[src/rtl/vend_pkg.sv]
// Shared encodings, FSM states and the coin-to-units mapping for the vending machine.
// Build with VEND_CANCEL_EN defined to add the REFUND state.
package vend_pkg;

    localparam logic [1:0] COIN_NONE   = 2'b00;
    localparam logic [1:0] COIN_FIVE   = 2'b01;
    localparam logic [1:0] COIN_TEN    = 2'b10;
    localparam logic [1:0] COIN_TWENTY = 2'b11;

    localparam logic [1:0] BACK_NONE = 2'b00;
    localparam logic [1:0] BACK_FIVE = 2'b01;
    localparam logic [1:0] BACK_TEN  = 2'b10;

    typedef enum logic [2:0] {
        ST_IDLE,
        ST_COLLECT,
        ST_VEND,
        ST_CHANGE
`ifdef VEND_CANCEL_EN
        , ST_REFUND
`endif
    } state_t;

    // Value of one coin in 5-unit steps.
    function automatic logic [2:0] coin_units(input logic [1:0] c);
        case (c)
            COIN_FIVE:   coin_units = 3'd1;
            COIN_TEN:    coin_units = 3'd2;
            COIN_TWENTY: coin_units = 3'd4;
            default:     coin_units = 3'd0;
        endcase
    endfunction

endpackage

[src/rtl/vend_change_out.sv]
// Remaining-change counter and back-coin generator, shared by change-giving and refund.
// A step pays a ten while two or more units remain, otherwise a five; back is registered.
module vend_change_out
    import vend_pkg::*;
#(
    parameter int CREDIT_W = 4
) (
    input  logic                clk,
    input  logic                rst,
    input  logic                load,
    input  logic [CREDIT_W-1:0] load_val,
    input  logic                step,
    output logic [1:0]          back,
    output logic                last
);

    logic [CREDIT_W-1:0] rem;
    logic                ge2;

    assign ge2  = 32'(rem) >= 2;
    // The step taken while this is high empties the counter.
    assign last = 32'(rem) <= 2;

    always_ff @(posedge clk) begin
        if (rst) begin
            rem  <= '0;
            back <= BACK_NONE;
        end else if (load) begin
            rem  <= load_val;
            back <= BACK_NONE;
        end else if (step && rem != '0) begin
            if (ge2) begin
                back <= BACK_TEN;
                rem  <= rem - CREDIT_W'(2);
            end else begin
                back <= BACK_FIVE;
                rem  <= rem - CREDIT_W'(1);
            end
        end else begin
            back <= BACK_NONE;
        end
    end

endmodule

[src/rtl/vend_machine_param.sv]
// Parameterised coin-operated drink vendor: credit collection, dispense, change.
// Define VEND_CANCEL_EN to add the cancel port and the refund path.
module vend_machine_param
    import vend_pkg::*;
#(
    parameter int PRICE_UNITS = 3,
    parameter int CREDIT_W    = 4
) (
    input  logic                clk,
    input  logic                rst,
    input  logic [1:0]          coin,
`ifdef VEND_CANCEL_EN
    input  logic                cancel,
`endif
    output logic                drink,
    output logic [1:0]          back,
    output logic                coin_rej,
    output logic                busy,
    output logic [CREDIT_W-1:0] credit
);

    localparam logic [CREDIT_W-1:0] PRICE = CREDIT_W'(PRICE_UNITS);

    state_t              state;
    logic [CREDIT_W:0]   sum;
    logic                coin_acc;
    logic                refund_req;
    logic                chg_load;
    logic                chg_step;
    logic                chg_last;
    logic [CREDIT_W-1:0] chg_val;

    // The carry bit of the widened sum flags a coin that would overflow credit.
    assign sum      = {1'b0, credit} + (CREDIT_W+1)'(coin_units(coin));
    assign coin_acc = (coin != COIN_NONE) && !sum[CREDIT_W];

`ifdef VEND_CANCEL_EN
    assign refund_req = cancel && (state == ST_COLLECT);
    assign chg_step   = (state == ST_CHANGE) || (state == ST_REFUND);
`else
    assign refund_req = 1'b0;
    assign chg_step   = (state == ST_CHANGE);
`endif

    always_comb begin
        chg_load = 1'b0;
        chg_val  = '0;
        if (state == ST_VEND) begin
            chg_load = 1'b1;
            chg_val  = credit - PRICE;
        end else if (refund_req) begin
            chg_load = 1'b1;
            chg_val  = coin_acc ? sum[CREDIT_W-1:0] : credit;
        end
    end

    vend_change_out #(.CREDIT_W(CREDIT_W)) u_change_out (
        .clk      (clk),
        .rst      (rst),
        .load     (chg_load),
        .load_val (chg_val),
        .step     (chg_step),
        .back     (back),
        .last     (chg_last)
    );

    always_ff @(posedge clk) begin
        if (rst) begin
            state    <= ST_IDLE;
            credit   <= '0;
            drink    <= 1'b0;
            coin_rej <= 1'b0;
            busy     <= 1'b0;
        end else begin
            drink    <= 1'b0;
            coin_rej <= (coin != COIN_NONE) && (busy || !coin_acc);
            case (state)
                ST_IDLE, ST_COLLECT: begin
                    if (refund_req) begin
`ifdef VEND_CANCEL_EN
                        credit <= '0;
                        state  <= ST_REFUND;
                        busy   <= 1'b1;
`endif
                    end else if (coin_acc) begin
                        credit <= sum[CREDIT_W-1:0];
                        if (sum[CREDIT_W-1:0] >= PRICE) begin
                            state <= ST_VEND;
                            drink <= 1'b1;
                            busy  <= 1'b1;
                        end else begin
                            state <= ST_COLLECT;
                        end
                    end
                end
                ST_VEND: begin
                    credit <= '0;
                    if (credit != PRICE) begin
                        state <= ST_CHANGE;
                    end else begin
                        state <= ST_IDLE;
                        busy  <= 1'b0;
                    end
                end
`ifdef VEND_CANCEL_EN
                ST_REFUND,
`endif
                ST_CHANGE: begin
                    if (chg_last) begin
                        state <= ST_IDLE;
                        busy  <= 1'b0;
                    end
                end
                default: begin
                    state <= ST_IDLE;
                    busy  <= 1'b0;
                end
            endcase
        end
    end

endmodule

[config.mk]
export PLATFORM = sky130hd
export DESIGN_NAME = vend_machine_param
export DESIGN_NICKNAME = d
export VERILOG_FILES = /design/src/rtl/vend_pkg.sv /design/src/rtl/vend_change_out.sv /design/src/rtl/vend_machine_param.sv
export SDC_FILE = /design/constraint.sdc
export NUM_CORES = 1
export LEC_CHECK = 0
export ABC_AREA = 1
export BUFFER_PORTS_ARGS = -buffer_cell sky130_fd_sc_hd__buf_2
export CAP_MARGIN = 25
export CORE_ASPECT_RATIO = 0.75
export CORE_MARGIN = 4
export CORE_UTILIZATION = 56
export DETAILED_ROUTE_END_ITERATION = 8
export GPL_ROUTABILITY_DRIVEN = 0
export PLACE_DENSITY = 0.81
export SYNTH_ARGS = -nofsm -noshare
export SYNTH_HDL_FRONTEND = slang
export SYNTH_HIERARCHICAL = 1
export SYNTH_SLANG_ARGS = --single-unit
[constraint.sdc]
create_clock -name clk -period 1.9 [get_ports clk]
set_input_delay 0 -clock clk [delete_from_list [all_inputs] [get_ports clk]]
set_output_delay 0 -clock clk [all_outputs]
set_load 0.01 [all_outputs]
**Word level (Yosys, flattened, before mapping)**

Index checks and enable logic that the tools add are counted.

- Output and inout port bits: 9
- Register bits after elaboration: 16
- Input port bits: 4
- Word-level logic and storage cells: 65

- Reductions and logical operators: 17
- $lt $le $gt $ge: 3
- Add/subtract/negate cells: 4
- Bitwise operators: 3
- Muxes and demuxes: 20
- Equal/unequal tests: 11

Operator list:

| operator | count |
|---|---|
| two-way mux 4 bit | 5 |
| case mux 3 bit (3 select lines) | 2 |
| >= comparator 4 x 2 -> 1 bit (second input constant) | 2 |
| inequality test 2 bit (second input constant) | 4 |
| case mux 4 bit (2 select lines) | 1 |
| subtractor 4 x 2 -> 4 bit (second input constant) | 2 |
| equality test 3 x 2 -> 1 bit (second input constant) | 2 |
| two-way mux 1 bit | 6 |
| two-way mux 2 bit | 3 |
| two-way mux 3 bit | 2 |
| nonzero test 2 bit | 3 |
| OR reduction 3 bit | 2 |
| adder 4 x 3 -> 5 bit | 1 |
| equality test 2 bit (second input constant) | 2 |
| less-or-equal comparator 4 x 2 -> 1 bit (second input constant) | 1 |
| inequality test 4 x 2 -> 1 bit (second input constant) | 1 |
| AND reduction 2 bit | 2 |
| AND reduction 4 bit | 1 |
| nonzero test 4 bit | 1 |
| subtractor 4 x 1 -> 4 bit (second input constant) | 1 |
| equality test 3 x 1 -> 1 bit (second input constant) | 1 |
| logical AND 1 bit | 3 |
| logical NOT 3 bit | 1 |
| inverter 1 bit | 3 |
| other kinds (5) | 6 |

**Depth between registers and ports, before layout**

- Depth in word-level cells: 8
- Gate-level depth with buffers: 13
- Mapped depth without buffers: 13

**By module**

Netlist, hierarchy kept.

Modules (own cells, without submodules):

| module | area an instance (µm²) | times used | cells an instance |
|---|---|---|---|
| vend_machine_param | 618.1 | 1 | 95 |
| vend_change_out | 437.9 | 1 | 67 |

**Least setup slack after synthesis**

No wires, ideal clock.

- Path kind: register to register
- Start: reg credit[0]
- End: reg state[1]
- Clock period less this slack: 1692 ps
- Arrival: 1575 ps
- Stages on the path, launching flop included: 11
- Slack: 208 ps
- Required time: 1783 ps
- Path buffers: 0
- Path through: dfxtp_1 ha_1 fa_1 nand2_1 inv_1 nor2_2 nand3_2 nand2_1 nand2_1 nand2_1 a21oi_1

- Cells in the longest elaborated chain, start to end: 5
- Elaborated cells on any way between the ends: 11
- Those cells by class: 1 x add/sub; 1 x order compare; 2 x eq/ne; 4 x mux; 3 x reduce/logical

Ends and longest elaborated chain:

| element | RTL line | source |
|---|---|---|
| from (decl) | vend_machine_param.sv:19 | `output logic [CREDIT_W-1:0] credit` |
| from (signal assigned) | vend_machine_param.sv:86 | `credit <= sum[CREDIT_W-1:0];` |
| adder 4 x 3 -> 5 bit | vend_machine_param.sv:34 | `assign sum = {1'b0, credit} + (CREDIT_W+1)'(coin_units(coin));` |
| >= comparator 4 x 2 -> 1 bit / logical NOT 1 bit (equally long branches) | vend_machine_param.sv:87, vend_machine_param.sv:35 |  |
| two-way mux 2 bit / logical AND 1 bit (equally long branches) | vend_machine_param.sv:87, vend_machine_param.sv:35 |  |
| two-way mux 3 bit / inequality test 2 bit (equally long branches) | n/a |  |
| case mux 3 bit (3 select lines) / AND reduction 2 bit (equally long branches) | n/a |  |
| to (signal assigned) | vend_machine_param.sv:88 | `state <= ST_VEND;` |
| to (signal assigned) | vend_machine_param.sv:92 | `state <= ST_COLLECT;` |
| to (signal assigned) | vend_machine_param.sv:99 | `state <= ST_CHANGE;` |
| to (decl) | vend_machine_param.sv:24 | `state_t state;` |

Several ways; a longest one is shown, not always the timed one. The select of a mux whose other input is x is not followed.
A chain may end at the register's enable or synchronous reset.

**Worst setup path in the final report**

Same ends and word-level chain as after synthesis.

==> run metrics <==
status=completed; CP Launch Type=register; vias in the first global route=841; slew of the pin with the lowest slew margin=~320 ps; Worst Clk Skew=4.42 ps; fin area=~1200 um2; Worst-path clk slew=90 ps; CP dominant cell by count=nand2_1; HPWL after DPL=around 1.9 mm; Critical Path Slowest Stage Cell=fa_1; launching point of the worst reg2reg path=credit[0]$_SDFFE_PP0P_; register area share after synthesis=28.4%; crit path time final=around 1800 ps; clock sinks=15; Nets=around 190; gr ovfl total=0; Cell Area, Synth=1060 um2; DRC Markers=0; TritonCTS buffer count=3; critical path class=register to register; Max Cap Viol=0; worst vdd ir=494 uV; Final Cycle Share=92.9%; Worst Slack Setup Final=134 ps; Core Box Area=around 1800 um2; Syn Nets=175; unrepaired setup endpoints after global routing=no; Die Area=2650 um2; detailed-router iteration count before antenna repair=4; Multi-input gate area=654 um2; Power Density=941 nW/um2; Worst Path Required=2090 ps; Achievable Freq=between 0.5 and 0.6 GHz; Yosys Warn Count=6; Final ANT Viol Nets=0; worst slack, placed=between 150 and 200 ps; syn avg cell area=6.52 um2; Vias/cell=approximately 5.2; Sequential Area=300 um2; worst path arrival time=1960 ps; CP Capture Type=register; initial antenna violation count=0; Hold Path Class=input pin to register; via count=roughly 1000; clock latency at the later pin of the worst-skew pair=between 200 and 300 ps; Hold Path Stages=5; CTS Root Cell=clkbuf_4; DIE WIDTH=around 58 um; Max Slew Vio Count=0; Ports=13; clock tree buffer depth=2; Yosys top cell area share=around 28%; Rows=13; largest net degree at the start of global routing=10; setup violators final=0; Crit Path Max Fanout=3; Area Growth Syn to Fin=12.4%; global-route wire length before repair=3.68 mm; share of cells above drive strength 1=17.2%; WL/cell=approximately 12 um; Post-CTS Hold Fix Bufs=1; worst rel slew slack=a little under 80%; # resized after CTS=0; Final Power=between 1 and 1.5 mW; worst reg-to-reg path cell count=10; worst reg2reg endpoint=state[1]$_SDFFE_PP0P_; Synth cell types=22; Die Height=about 46 um; synth top area cells=dfxtp_1 28%, nand2_1 17%, ha_1 9.5%; Post-CTS Setup Inserts=0; Hold Crit Start=coin[1]; Area after DPL=1150 um2; PortBufs=12; CP peak stage delay=between 400 and 500 ps; Final Util=around 68%; leakage power=0.692 nW; crit path cell chain=ha_1, fa_1, nand2_1, nand2_1, nor2_2, nand3_2, nand2_1, nand2_1, nand2_1, a21oi_1; Worst R2R Setup Slack=approximately 130 ps; Antenna Cells=0; FF+latch count, synth=15; Total GRT Usage=about a fifth; synthesized instance count=between 150 and 200; WHS Endpoint=coin_rej$_SDFF_PP0_; DR iter-0 viols=37; Setup TNS Final=0 ps; Routed WL=approximately 2.4 mm; Yosys top cell by area=dfxtp_1; starting density of the core=60.1%; CTS tree=done; Clock H-tree levels=1; fill count=around 160; final hold vios=0
## layout make-up
cell class	count	area share, %
Tap cell	22	2.32
Timing Repair Buffer	14	6.53
Sequential cell	15	25.3
Clock buffer	4	2.21
Inverter	27	8.54
Multi-Input combinational cell	120	55.1
## critical path, delay by kind of cell, from the launching register on
kind,cells,cell delay (ps)
AND/OR/NAND/NOR,7,640
flip-flops,1,330
AO/OA/AOI/OAI,1,60
adder cells (fa/ha/maj),2,650
## layout by cell type, fill, tap and decap left out, types with 3 or more instances in the layout
| cell | Yosys | layout |
|---|---|---|
| a21oi_1 | 8 | 8 |
| buf_2 | 0 | 12 |
| clkbuf_4 | 0 | 3 |
| dfxtp_1 | 15 | 15 |
| ha_1 | 8 | 8 |
| inv_1 | 24 | 24 |
| inv_2 | 3 | 3 |
| nand2_1 | 48 | 48 |
| nand3_1 | 16 | 16 |
| nand3_2 | 3 | 3 |
| nor2_1 | 17 | 17 |
| nor2_2 | 3 | 3 |
| o21ai_0 | 3 | 3 |
## layer usage
metal | part of all wire (%) | vias up | track usage [%] | routed length [um]
met2 | 40 | 41 | 28.4 | 957
met3 | 10 | 4 | 5.10 | 237
met4 | 0.97 | 0 | 5.56 | 23
met1 | 48 | 443 | 26.3 | 1150
li1 | - | 553 | - | -
met5 | 0 | - | 0 | 0
## per-stage QoR
stage          hold slack, ps  instances
2_1_floorplan            62.4        162
3_3_place_gp              266        197
3_5_place_dp              275        197
4_1_cts                   167        202
5_1_grt                   204        202
6_report                  186        202
## worst max path at each step
stage | startpoint | to | slack (ps) | cells after the start
4_1_cts | credit[0]$_SDFFE_PP0P_ | state[1]$_SDFFE_PP0P_ | 160 | 10
3_3_place_gp | credit[0]$_SDFFE_PP0P_ | state[1]$_SDFFE_PP0P_ | 210 | 10
6_report | credit[0]$_SDFFE_PP0P_ | state[1]$_SDFFE_PP0P_ | 130 | 10
5_1_grt | credit[0]$_SDFFE_PP0P_ | state[1]$_SDFFE_PP0P_ | 30 | 10
2_1_floorplan | credit[0]$_SDFFE_PP0P_ | state[1]$_SDFFE_PP0P_ | 210 | 10
3_5_place_dp | credit[0]$_SDFFE_PP0P_ | state[1]$_SDFFE_PP0P_ | 170 | 10
## kinds of logic (layout without fill, tap and decap cells)
logic type                 Yosys count  after routing  synth area share, %
DFF                                 15             15                 28.4
and+or+nand+nor                     96             96                 42.7
buffers and inverters               27             45                 9.60
adders and majority gates            9              9                 11.4
AOI/OAI and AO/OA                   15             15                 7.94
## state kept, by name, indices dropped and copies added (netlist names)
register           flops
coin_rej               1
drink                  1
u_change_out/rem       4
busy                   1
state                  2
u_change_out/back      2
credit                 4
## cell usage after synthesis
master and instances:
nand2_2 1, o21ai_0 3, nand2_4 2, nand3_2 3, a21oi_1 8, nand3b_1 1, nor2_2 3, inv_1 24
nand4_1 2, fa_1 1, nor2_1 17, dfxtp_1 15, o21a_1 1, or2_1 1, nand2_1 48, inv_2 3
ha_1 8, a21oi_2 1, o211ai_1 1, nor2_4 2, nand3_1 16, o21ai_1 1
## report_power, final
group | switching [mW] | internal (mW) | leakage (nW) | total (mW)
clock | 0.106 | 0.0818 | 0.0150 | 0.187
sequential | 0.0470 | 0.364 | 0.123 | 0.410
combinational | 0.329 | 0.191 | 0.555 | 0.520
total | 0.481 | 0.636 | 0.692 | 1.12
(Power assumes the default switching activity.)
